$ cat config.mk
export PLATFORM = sky130hd
export DESIGN_NAME = ahb_fifo_mc_flat
export DESIGN_NICKNAME = d
export VERILOG_FILES = /design/src/rtl/ahb_fifo_mc_if.sv /design/src/rtl/ahb_fifo_mc.sv /design/src/flat_wrapper.sv
export SDC_FILE = /design/constraint.sdc
export NUM_CORES = 1
export LEC_CHECK = 0
export CORE_ASPECT_RATIO = 0.6
export CORE_MARGIN = 5
export CORE_UTILIZATION = 31
export DETAILED_ROUTE_END_ITERATION = 8
export HOLD_SLACK_MARGIN = 0.06
export PLACE_DENSITY = 0.57
export SYNTH_ARGS = -nofsm -noshare
export SYNTH_HDL_FRONTEND = slang
export SYNTH_SLANG_ARGS = --single-unit
export TNS_END_PERCENT = 30
$ cat constraint.sdc
create_clock -name clk -period 4.3 [get_ports clk]
set_input_delay 0.86 -clock clk [delete_from_list [all_inputs] [get_ports clk]]
set_output_delay 0.86 -clock clk [all_outputs]
set_load 0.03 [all_outputs]
$ cat src/rtl/ahb_fifo_mc_if.sv
// AHB-Lite slave signal bundle for ahb_fifo_mc; the master modport drives the request,
// the slave modport returns hreadyout/hresp/hrdata.
interface ahb_fifo_mc_if #(
  parameter int HADDR_W = 8
);
  logic               hsel;
  logic               hwrite;
  logic               hready;
  logic [HADDR_W-1:0] haddr;
  logic [2:0]         hsize;
  logic [1:0]         htrans;
  logic [31:0]        hwdata;
  logic               hreadyout;
  logic               hresp;
  logic [31:0]        hrdata;

  modport master (
    output hsel, hwrite, hready, haddr, hsize, htrans, hwdata,
    input  hreadyout, hresp, hrdata
  );

  modport slave (
    input  hsel, hwrite, hready, haddr, hsize, htrans, hwdata,
    output hreadyout, hresp, hrdata
  );
endinterface

$ cat src/rtl/ahb_fifo_mc.sv
// Multi-channel sample FIFO with per-channel DATA/STATUS/CTRL over zero-wait AHB-Lite.
// Optional level interrupt and CTRL threshold storage: define AHB_FIFO_MC_IRQ_EN.
module ahb_fifo_mc #(
  parameter int NCH     = 2,
  parameter int DEPTH   = 8,
  parameter int SWIDTH  = 12,
  parameter int HADDR_W = 8
) (
  input  logic                   clk,
  input  logic                   rst_n,
  ahb_fifo_mc_if.slave           bus,
  input  logic [NCH*SWIDTH-1:0]  wr_data,
  input  logic [NCH-1:0]         wr_en,
  output logic                   irq
);
  localparam int AW = $clog2(DEPTH);
  localparam int CW = HADDR_W - 4;

  localparam logic [1:0] REG_DATA = 2'd0;
  localparam logic [1:0] REG_STAT = 2'd1;
  localparam logic [1:0] REG_CTRL = 2'd2;

  if (DEPTH < 2 || (DEPTH & (DEPTH - 1)) != 0) begin : g_bad_depth
    $error("ahb_fifo_mc: DEPTH must be a power of two >= 2");
  end
  if (NCH < 1 || NCH > 16) begin : g_bad_nch
    $error("ahb_fifo_mc: NCH must be 1..16");
  end
  if (SWIDTH < 1 || SWIDTH > 31) begin : g_bad_swidth
    $error("ahb_fifo_mc: SWIDTH must be 1..31");
  end
  if (HADDR_W < 4 + $clog2(NCH)) begin : g_bad_haddr
    $error("ahb_fifo_mc: HADDR_W too small for NCH");
  end

  // Registered address phase
  logic          ap_sel, ap_write, ap_trans;
  logic [CW-1:0] ap_ch;
  logic [1:0]    ap_reg;

  always_ff @(posedge clk or negedge rst_n) begin
    if (!rst_n) begin
      ap_sel   <= 1'b0;
      ap_write <= 1'b0;
      ap_trans <= 1'b0;
      ap_ch    <= '0;
      ap_reg   <= '0;
    end else if (bus.hready) begin
      ap_sel   <= bus.hsel;
      ap_write <= bus.hwrite;
      ap_trans <= bus.htrans[1];
      ap_ch    <= bus.haddr[HADDR_W-1:4];
      ap_reg   <= bus.haddr[3:2];
    end
  end

  logic dp_act, ch_ok, rd_act, wr_act, pop_req;
  assign dp_act  = ap_sel & ap_trans;
  assign ch_ok   = 32'(ap_ch) < NCH;
  assign rd_act  = dp_act & ~ap_write & ch_ok;
  assign wr_act  = dp_act & ap_write & ch_ok & bus.hready;
  assign pop_req = rd_act & bus.hready & (ap_reg == REG_DATA);

  // Per-channel state
  logic [SWIDTH-1:0] mem   [NCH][DEPTH];
  logic [AW:0]       wptr  [NCH];
  logic [AW:0]       rptr  [NCH];
  logic [AW:0]       cnt   [NCH];
  logic [7:0]        thr_q [NCH];
  logic [NCH-1:0]    ovf, mode;
  logic [NCH-1:0]    hit, emp, ful, pop, flush, ovf_clr, ctrl_we, push;
  logic [NCH-1:0]    wr_mem, adv_r, set_ovf;

  always_comb begin
    for (int c = 0; c < NCH; c++) begin
      hit[c]     = (32'(ap_ch) == c);
      cnt[c]     = wptr[c] - rptr[c];
      emp[c]     = (wptr[c] == rptr[c]);
      ful[c]     = (wptr[c][AW] != rptr[c][AW]) && (wptr[c][AW-1:0] == rptr[c][AW-1:0]);
      pop[c]     = pop_req & hit[c] & ~emp[c];
      ctrl_we[c] = wr_act & hit[c] & (ap_reg == REG_CTRL);
      flush[c]   = ctrl_we[c] & bus.hwdata[1];
      ovf_clr[c] = wr_act & hit[c] & (ap_reg == REG_STAT) & bus.hwdata[18];
      push[c]    = wr_en[c] & ~flush[c];
      // A simultaneous pop makes room, so a push onto a full channel is not an overflow
      wr_mem[c]  = push[c] & (pop[c] | ~ful[c] | ~mode[c]);
      set_ovf[c] = push[c] & ful[c] & ~pop[c];
      adv_r[c]   = pop[c] | (set_ovf[c] & ~mode[c]);
    end
  end

  always_ff @(posedge clk or negedge rst_n) begin
    if (!rst_n) begin
      for (int c = 0; c < NCH; c++) begin
        wptr[c] <= '0;
        rptr[c] <= '0;
      end
      ovf  <= '0;
      mode <= '0;
    end else begin
      for (int c = 0; c < NCH; c++) begin
        if (flush[c]) begin
          wptr[c] <= '0;
          rptr[c] <= '0;
          ovf[c]  <= 1'b0;
        end else begin
          if (wr_mem[c]) wptr[c] <= wptr[c] + 1'b1;
          if (adv_r[c])  rptr[c] <= rptr[c] + 1'b1;
          if (set_ovf[c])      ovf[c] <= 1'b1;
          else if (ovf_clr[c]) ovf[c] <= 1'b0;
        end
        if (ctrl_we[c]) mode[c] <= bus.hwdata[0];
      end
    end
  end

  always_ff @(posedge clk) begin
    for (int c = 0; c < NCH; c++) begin
      if (wr_mem[c]) mem[c][wptr[c][AW-1:0]] <= wr_data[c*SWIDTH +: SWIDTH];
    end
  end

`ifdef AHB_FIFO_MC_IRQ_EN
  logic irq_cond, irq_q;

  always_ff @(posedge clk or negedge rst_n) begin
    if (!rst_n) begin
      for (int c = 0; c < NCH; c++) thr_q[c] <= '0;
    end else begin
      for (int c = 0; c < NCH; c++) begin
        if (ctrl_we[c]) thr_q[c] <= bus.hwdata[15:8];
      end
    end
  end

  always_comb begin
    irq_cond = 1'b0;
    for (int c = 0; c < NCH; c++) begin
      if (ovf[c] || (thr_q[c] != 8'd0 && 16'(cnt[c]) >= {8'd0, thr_q[c]})) irq_cond = 1'b1;
    end
  end

  always_ff @(posedge clk or negedge rst_n) begin
    if (!rst_n) irq_q <= 1'b0;
    else        irq_q <= irq_cond;
  end

  assign irq = irq_q;
`else
  always_comb begin
    for (int c = 0; c < NCH; c++) thr_q[c] = '0;
  end

  assign irq = 1'b0;
`endif

  // Read mux; anything outside a valid read data phase returns zero
  logic [31:0] rdata;

  always_comb begin
    rdata = '0;
    for (int c = 0; c < NCH; c++) begin
      if (rd_act && hit[c]) begin
        case (ap_reg)
          REG_DATA: if (!emp[c]) rdata = 32'h8000_0000 | 32'(mem[c][rptr[c][AW-1:0]]);
          REG_STAT: rdata = {13'd0, ovf[c], ful[c], emp[c], 16'(cnt[c])};
          REG_CTRL: rdata = {16'd0, thr_q[c], 7'd0, mode[c]};
          default:  rdata = '0;
        endcase
      end
    end
  end

  assign bus.hrdata    = rdata;
  assign bus.hreadyout = 1'b1;
  assign bus.hresp     = 1'b0;

  logic unused_ok;
  assign unused_ok = &{1'b0, bus.hsize, bus.htrans[0], bus.haddr[1:0], bus.hwdata};
endmodule
$ cat src/flat_wrapper.sv
// flat-port wrapper written by rule: the top's interface ports become plain ports
module ahb_fifo_mc_flat 
#(
  parameter int NCH     = 2,
  parameter int DEPTH   = 8,
  parameter int SWIDTH  = 12,
  parameter int HADDR_W = 8
)
  (clk, rst_n, wr_data, wr_en, irq, bus_hsel, bus_hwrite, bus_hready, bus_haddr, bus_hsize, bus_htrans, bus_hwdata, bus_hreadyout, bus_hresp, bus_hrdata);
  ahb_fifo_mc_if #(.HADDR_W(HADDR_W)) bus_i ();
  input  logic clk;
  input  logic rst_n;
  input  logic [NCH*SWIDTH-1:0] wr_data;
  input  logic [NCH-1:0] wr_en;
  output logic irq;
  input wire logic [$bits(bus_i.hsel)-1:0] bus_hsel;
  input wire logic [$bits(bus_i.hwrite)-1:0] bus_hwrite;
  input wire logic [$bits(bus_i.hready)-1:0] bus_hready;
  input wire logic [$bits(bus_i.haddr)-1:0] bus_haddr;
  input wire logic [$bits(bus_i.hsize)-1:0] bus_hsize;
  input wire logic [$bits(bus_i.htrans)-1:0] bus_htrans;
  input wire logic [$bits(bus_i.hwdata)-1:0] bus_hwdata;
  output wire logic [$bits(bus_i.hreadyout)-1:0] bus_hreadyout;
  output wire logic [$bits(bus_i.hresp)-1:0] bus_hresp;
  output wire logic [$bits(bus_i.hrdata)-1:0] bus_hrdata;
  assign bus_i.hsel = bus_hsel;
  assign bus_i.hwrite = bus_hwrite;
  assign bus_i.hready = bus_hready;
  assign bus_i.haddr = bus_haddr;
  assign bus_i.hsize = bus_hsize;
  assign bus_i.htrans = bus_htrans;
  assign bus_i.hwdata = bus_hwdata;
  assign bus_hreadyout = bus_i.hreadyout;
  assign bus_hresp = bus_i.hresp;
  assign bus_hrdata = bus_i.hrdata;
  ahb_fifo_mc #(.NCH(NCH), .DEPTH(DEPTH), .SWIDTH(SWIDTH), .HADDR_W(HADDR_W)) u_core (.clk(clk), .rst_n(rst_n), .bus(bus_i), .wr_data(wr_data), .wr_en(wr_en), .irq(irq));
endmodule
# Yosys cells after proc, flatten, opt, wreduce, memory -nomap -nowiden
# Memory sizes are Yosys's and may differ from the RTL's.
# Cells that the tools add are included.
dict set report totals {
  input_bits 76
  ram_bits 192
  n_memories 1
  output_inout_bits 35
  reg_bits 29
}
dict set report classes {
  n_reduce_logical 14
  addsub 6
  muxes 34
  bitwise 53
  eq_ne 9
  order_cmp 7
}
# name words width read_ports rd_clocked_by_memory_dff wr line_no
set memory_table {}
lappend memory_table {u_core.mem 2 96 2 0 2 ahb_fifo_mc.sv:65} ;# logic [SWIDTH-1:0] mem [NCH][DEPTH];
# op n
set op_table {}
lappend op_table {{96-bit two-way mux} 2}
lappend op_table {{32-bit one-hot mux with 3 select lines} 2}
lappend op_table {{32-bit two-way mux} 4}
lappend op_table {{12-bit binary-select mux with 3-bit select} 2}
lappend op_table {{12-bit demux with 3-bit select} 2}
lappend op_table {{12-bit two-way mux} 6}
lappend op_table {{1-bit AND} 32}
lappend op_table {{4-bit two-way mux} 8}
lappend op_table {{4-bit by 1-bit adder with 4-bit output, second input constant} 4}
lappend op_table {{4-bit >= comparator, second input constant} 4}
lappend op_table {{3-bit NOT with 4-bit output} 4}
lappend op_table {{1-bit NOT} 11}
lappend op_table {{4-bit == test} 2}
lappend op_table {{4-bit by 1-bit < comparator with 1-bit output, second input constant} 2}
lappend op_table {{1-bit two-way mux} 8}
lappend op_table {{2-bit nonzero test} 4}
lappend op_table {{4-bit subtractor} 2}
lappend op_table {{3-bit == test} 2}
lappend op_table {{1-bit logical AND} 6}
lappend op_table {{1-bit bitwise OR} 6}
lappend op_table {{3-bit nonzero test} 2}
lappend op_table {{4-bit by 1-bit == test with 1-bit output, second input constant} 1}
lappend op_table {{4-bit zero test} 1}
lappend op_table {{4-bit by 2-bit < comparator with 1-bit output, second input constant} 1}
lappend op_table {{4 further kinds} 5}

# Logic depth before layout (Yosys ltp)
dict set report depth {
  word_depth 15
  mapped_depth 9
  mapped_depth_nobuf 8
}

# Worst setup path before layout
# OpenSTA, ideal clock, no wires.
dict set report synth_timing {
  path_kind {register to output}
  from {reg u_core.rptr[1] (netlist bit)}
  to {out bus_hrdata[1]}
  t_arrival_ps 2877
  stages_incl_launch_ff 10
  path_buffers 3
  required_ps 3440
  slack_ps 563
  cell_sequence {dfrtp_1 > buf_2 > buf_2 > inv_1 > ha_1 > and3_1 > clkbuf_1 > a21oi_1 > a32oi_1 > o41ai_1}
}
dict set report synth_between {
  elab_chain_len 7
  elab_cells_between_ends 9
  classes_between {add/sub (1); eq/ne (1); mux (6); bitwise (1)}
}
# element line_no
set synth_lines {}
lappend synth_lines {{from (decl)} ahb_fifo_mc.sv:67} ;# logic [AW:0] rptr [NCH];
lappend synth_lines {{from (signal, indexed assignment)} ahb_fifo_mc.sv:108} ;# if (adv_r[c]) rptr[c] <= rptr[c] + 1'b1;
lappend synth_lines {{3-bit NOT with 4-bit output (implied by the code)} ahb_fifo_mc.sv:165} ;# REG_DATA: if (!emp[c]) rdata = 32'h8000_0000 | 32'(mem[c][rptr[c][AW-1:0]]);
lappend synth_lines {{12-bit binary-select mux with 3-bit select} ahb_fifo_mc.sv:165}
lappend synth_lines {{12-bit two-way mux (implied by the code) (2 in series)} ahb_fifo_mc.sv:165}
lappend synth_lines {{32-bit two-way mux} ahb_fifo_mc.sv:165}
lappend synth_lines {{32-bit one-hot mux with 3 select lines (*)} ahb_fifo_mc.sv:164} ;# case (ap_reg)
lappend synth_lines {{32-bit two-way mux (*)} ahb_fifo_mc.sv:163} ;# if (rd_act && hit[c]) begin
lappend synth_lines {{to (decl)} flat_wrapper.sv:25} ;# output wire logic [$bits(bus_i.hrdata)-1:0] bus_hrdata;
# Mark *: on every way between the ends. The rest lies on a longest branch, timed or not. The select of a mux whose other input is x is not followed.

# Worst setup path after layout
dict set report layout_timing {
  from {reg u_core.wptr[6] (netlist bit)}
  to {out bus_hrdata[0]}
}
dict set report layout_between {
  elab_chain_len 7
}
# element line_no
set layout_lines {}
lappend layout_lines {{from (decl)} ahb_fifo_mc.sv:66} ;# logic [AW:0] wptr [NCH];
lappend layout_lines {{from (signal, indexed assignment)} ahb_fifo_mc.sv:107} ;# if (wr_mem[c]) wptr[c] <= wptr[c] + 1'b1;
lappend layout_lines {{4-bit == test (*)} ahb_fifo_mc.sv:78} ;# emp[c] = (wptr[c] == rptr[c]);
lappend layout_lines {{32-bit two-way mux (*)} ahb_fifo_mc.sv:165}
lappend layout_lines {{32-bit one-hot mux with 3 select lines (*)} ahb_fifo_mc.sv:164}
lappend layout_lines {{32-bit two-way mux (*)} ahb_fifo_mc.sv:163}
lappend layout_lines {{32-bit two-way mux} ahb_fifo_mc.sv:165}
lappend layout_lines {{32-bit one-hot mux with 3 select lines} ahb_fifo_mc.sv:164}
lappend layout_lines {{32-bit two-way mux (*)} ahb_fifo_mc.sv:163}
# Mark *: on every way between the ends. The rest lies on a longest branch, timed or not.

==> metrics.txt <==
status completed; Area Overhead vs Synth 19.5%; root buf cell clkbuf_16; Clk Latency, worst-skew pair 0.51 ns; top cell type's share of synthesized area 0.591; Yosys top cell by area edfxtp_1; Avg Cell Area, Syn 16.5 µm²; PnR Total Power 6.51 mW; setup tns final 0 ns; Max Buffers Root-to-Sink 3; Setup Skew 0.0116 ns; Reg-to-Reg Start u_core.wptr[6]$_DFFE_PN0P_; initial antenna violation count 0; Comb power frac 0.307; first-pass GRT wire length 35.1 mm; setup violators final 0; min-delay worst type reg -> reg; Async SR Flop Fraction 0.131; power per cell area 558 nW/µm²; count leader, synth edfxtp_1; largest fanout on the critical path 9; Most used DFF post-synth edfxtp_1; DR vias 5559; Ys Warns 0; WL/cell 21.2 µm; top cells by area, synth edfxtp_1 (59%), mux4_2 (11%), dfrtp_1 (7.4%); Clock Power Share 0.261; max reg flops 192; fmax 244 MHz; GRT Residual Overflow 0; fin worst setup slack 0.209 ns; Switching Fraction 0.322; # diodes 0; largest net degree at the start of global routing 31; 1st-pass router iterations 4; Synth Register Bits 221; HPWL after DPL 15.4 mm; DIE AREA 35200 µm²; vias per cell 5.01; synthesized area 9760 µm²; RSZ-0062 raised after global routing false; Setup Crit Path Kind reg -> out; fin crit share 0.951; setup slack, reg-to-reg 1.71 ns; Post-Place Setup Slack 0.622 ns; Initial DRC Count 399; Worst Setup SP u_core.wptr[6]$_DFFE_PN0P_; vias in the first global route 5440; Final Hold Fails 0; total track usage 0.131; Post-synth top cells edfxtp_1 (192), nand2_1 (47), mux4_2 (46); Slew headroom 0.422; Synth cell types 62; internal power 4.41 mW; total area of sequential cells 6490 µm²; Setup crit start kind register; Final #Nets 769; Remaining DRCs 0; Max VDD drop 324 µV; Ports 111; Slew @ Worst Pin 0.861 ns; Routed WL 23.5 mm; H-tree depth 1; R2R cell count 6; post-route ant nets 0; hold path depth 1; Leak 3.90 nW; TritonCTS clock tree done; row cnt 50; Starting Density 0.314; Worst-path clk slew 0.07 ns; Psw 2.09 mW; worst hold endpoint u_core.ap_write$_DFFE_PN0P_; TritonCTS Buffers 21; area of the multi-input gates 3070 µm²; worst r2r dst u_core.mem[0][45]$_DFFE_PP_; EDFF count, synth 192; Max Cap Viol 0; CTS Sinks 221; crit path time final 4.09 ns; crit path capture type primary output; Worst EP required 3.44 ns; RePlAce Congestion 0.781; Max Slew Vio Count 0; Cells after Synth 593; DIE HEIGHT 147 µm; fraction of layout cells with a size suffix above 1 0.224; CP arrival 3.23 ns; hold_ws 0.540 ns; Die Width 239 µm; Core Region 31100 µm²; Filler cells 2929; Min-Delay Startpoint u_core.ap_write$_DFFE_PN0P_; sequential element share of the synthesized area 0.665; hold_buf cts 0; IO Port Bufs 56; register share of total power 0.432
-- power groups by stage --
stage                     Clock [mW]  Combinational, mW  Sequential, mW
after global routing            1.85               2.20            2.84
after floorplan                    0               1.42            2.82
after detailed placement           0               2.02            2.85
after global placement             0               1.99            2.84
after CTS                       1.76               2.02            2.81
final                           1.70               2.00            2.81
-- placed cells by master (no fill, tap or decap), drive strengths merged, types with 14 or more instances in the layout --
master         netlist  final
buf                 37     50
mux2i               19     19
mux4                46     46
clkbuf              10     25
conb                 2     19
nand2               47     47
nand3               16     16
clkdlybuf4s50        0     45
inv                 12     14
dfrtp               29     29
edfxtp             192    192
-- metrics by stage --
stage / utilization / area [µm²] / cells
3_3_place_gp: 0.355 / 11000 / 1074
2_1_floorplan: - / 9820 / 610
4_1_cts: 0.374 / 11600 / 1109
3_5_place_dp: 0.355 / 11000 / 1074
5_1_grt: 0.375 / 11700 / 1109
6_report: 0.375 / 11700 / 1109
-- worst max-delay path, stage by stage (launching register included) --
cell and delay (ns):
dfrtp_1 0.49, ha_1 0.40, and3_1 0.33, a2111oi_2 0.51, a32oi_1 0.11, o21ai_1 0.17
clkdlybuf4s50_1 0.72
-- layout make-up --
cell class                      count  area share
Tap cell                          416      0.0447
Multi-Input combinational cell    330       0.263
Clock inverter                     10     0.00451
Sequential cell                   221       0.557
Timing Repair Buffer               95      0.0805
Clock buffer                       25      0.0464
Inverter                           12     0.00386
-- timing repair --
item,in CTS,in global routing
resized for setup,0,2
setup buffers,0,0
setup endpoints to repair,0,2
-- cells by family (layout without fill, tap and decap cells) --
kind of cell	after synthesis	after routing	share of synthesized area
multiplexers	78	78	0.141
buffers and inverters	59	142	0.0323
adder cells (fa/ha/maj)	12	12	0.0169
XOR/XNOR	8	8	0.00718
flip-flops	221	221	0.665
AO/OA/AOI/OAI	73	73	0.0599
AND/OR/NAND/NOR	140	140	0.0769
other	2	19	0.000770
-- worst max-delay path by stage --
stage and endpoint:
2_1_floorplan bus_hrdata[1], 3_3_place_gp bus_hrdata[0], 3_5_place_dp bus_hrdata[0], 4_1_cts bus_hrdata[0], 5_1_grt bus_hrdata[0], 6_report bus_hrdata[0]
-- routing by layer --
| layer | share of wire | up-vias | global-route usage |
|---|---|---|---|
| li1 | - | 2497 | - |
| met1 | 0.51 | 2862 | 0.217 |
| met2 | 0.41 | 174 | 0.174 |
| met3 | 0.069 | 26 | 0.0317 |
| met4 | 0.014 | 0 | 0.0234 |
| met5 | 0 | - | 0 |
Note: power is estimated with default switching activity, not from simulation.
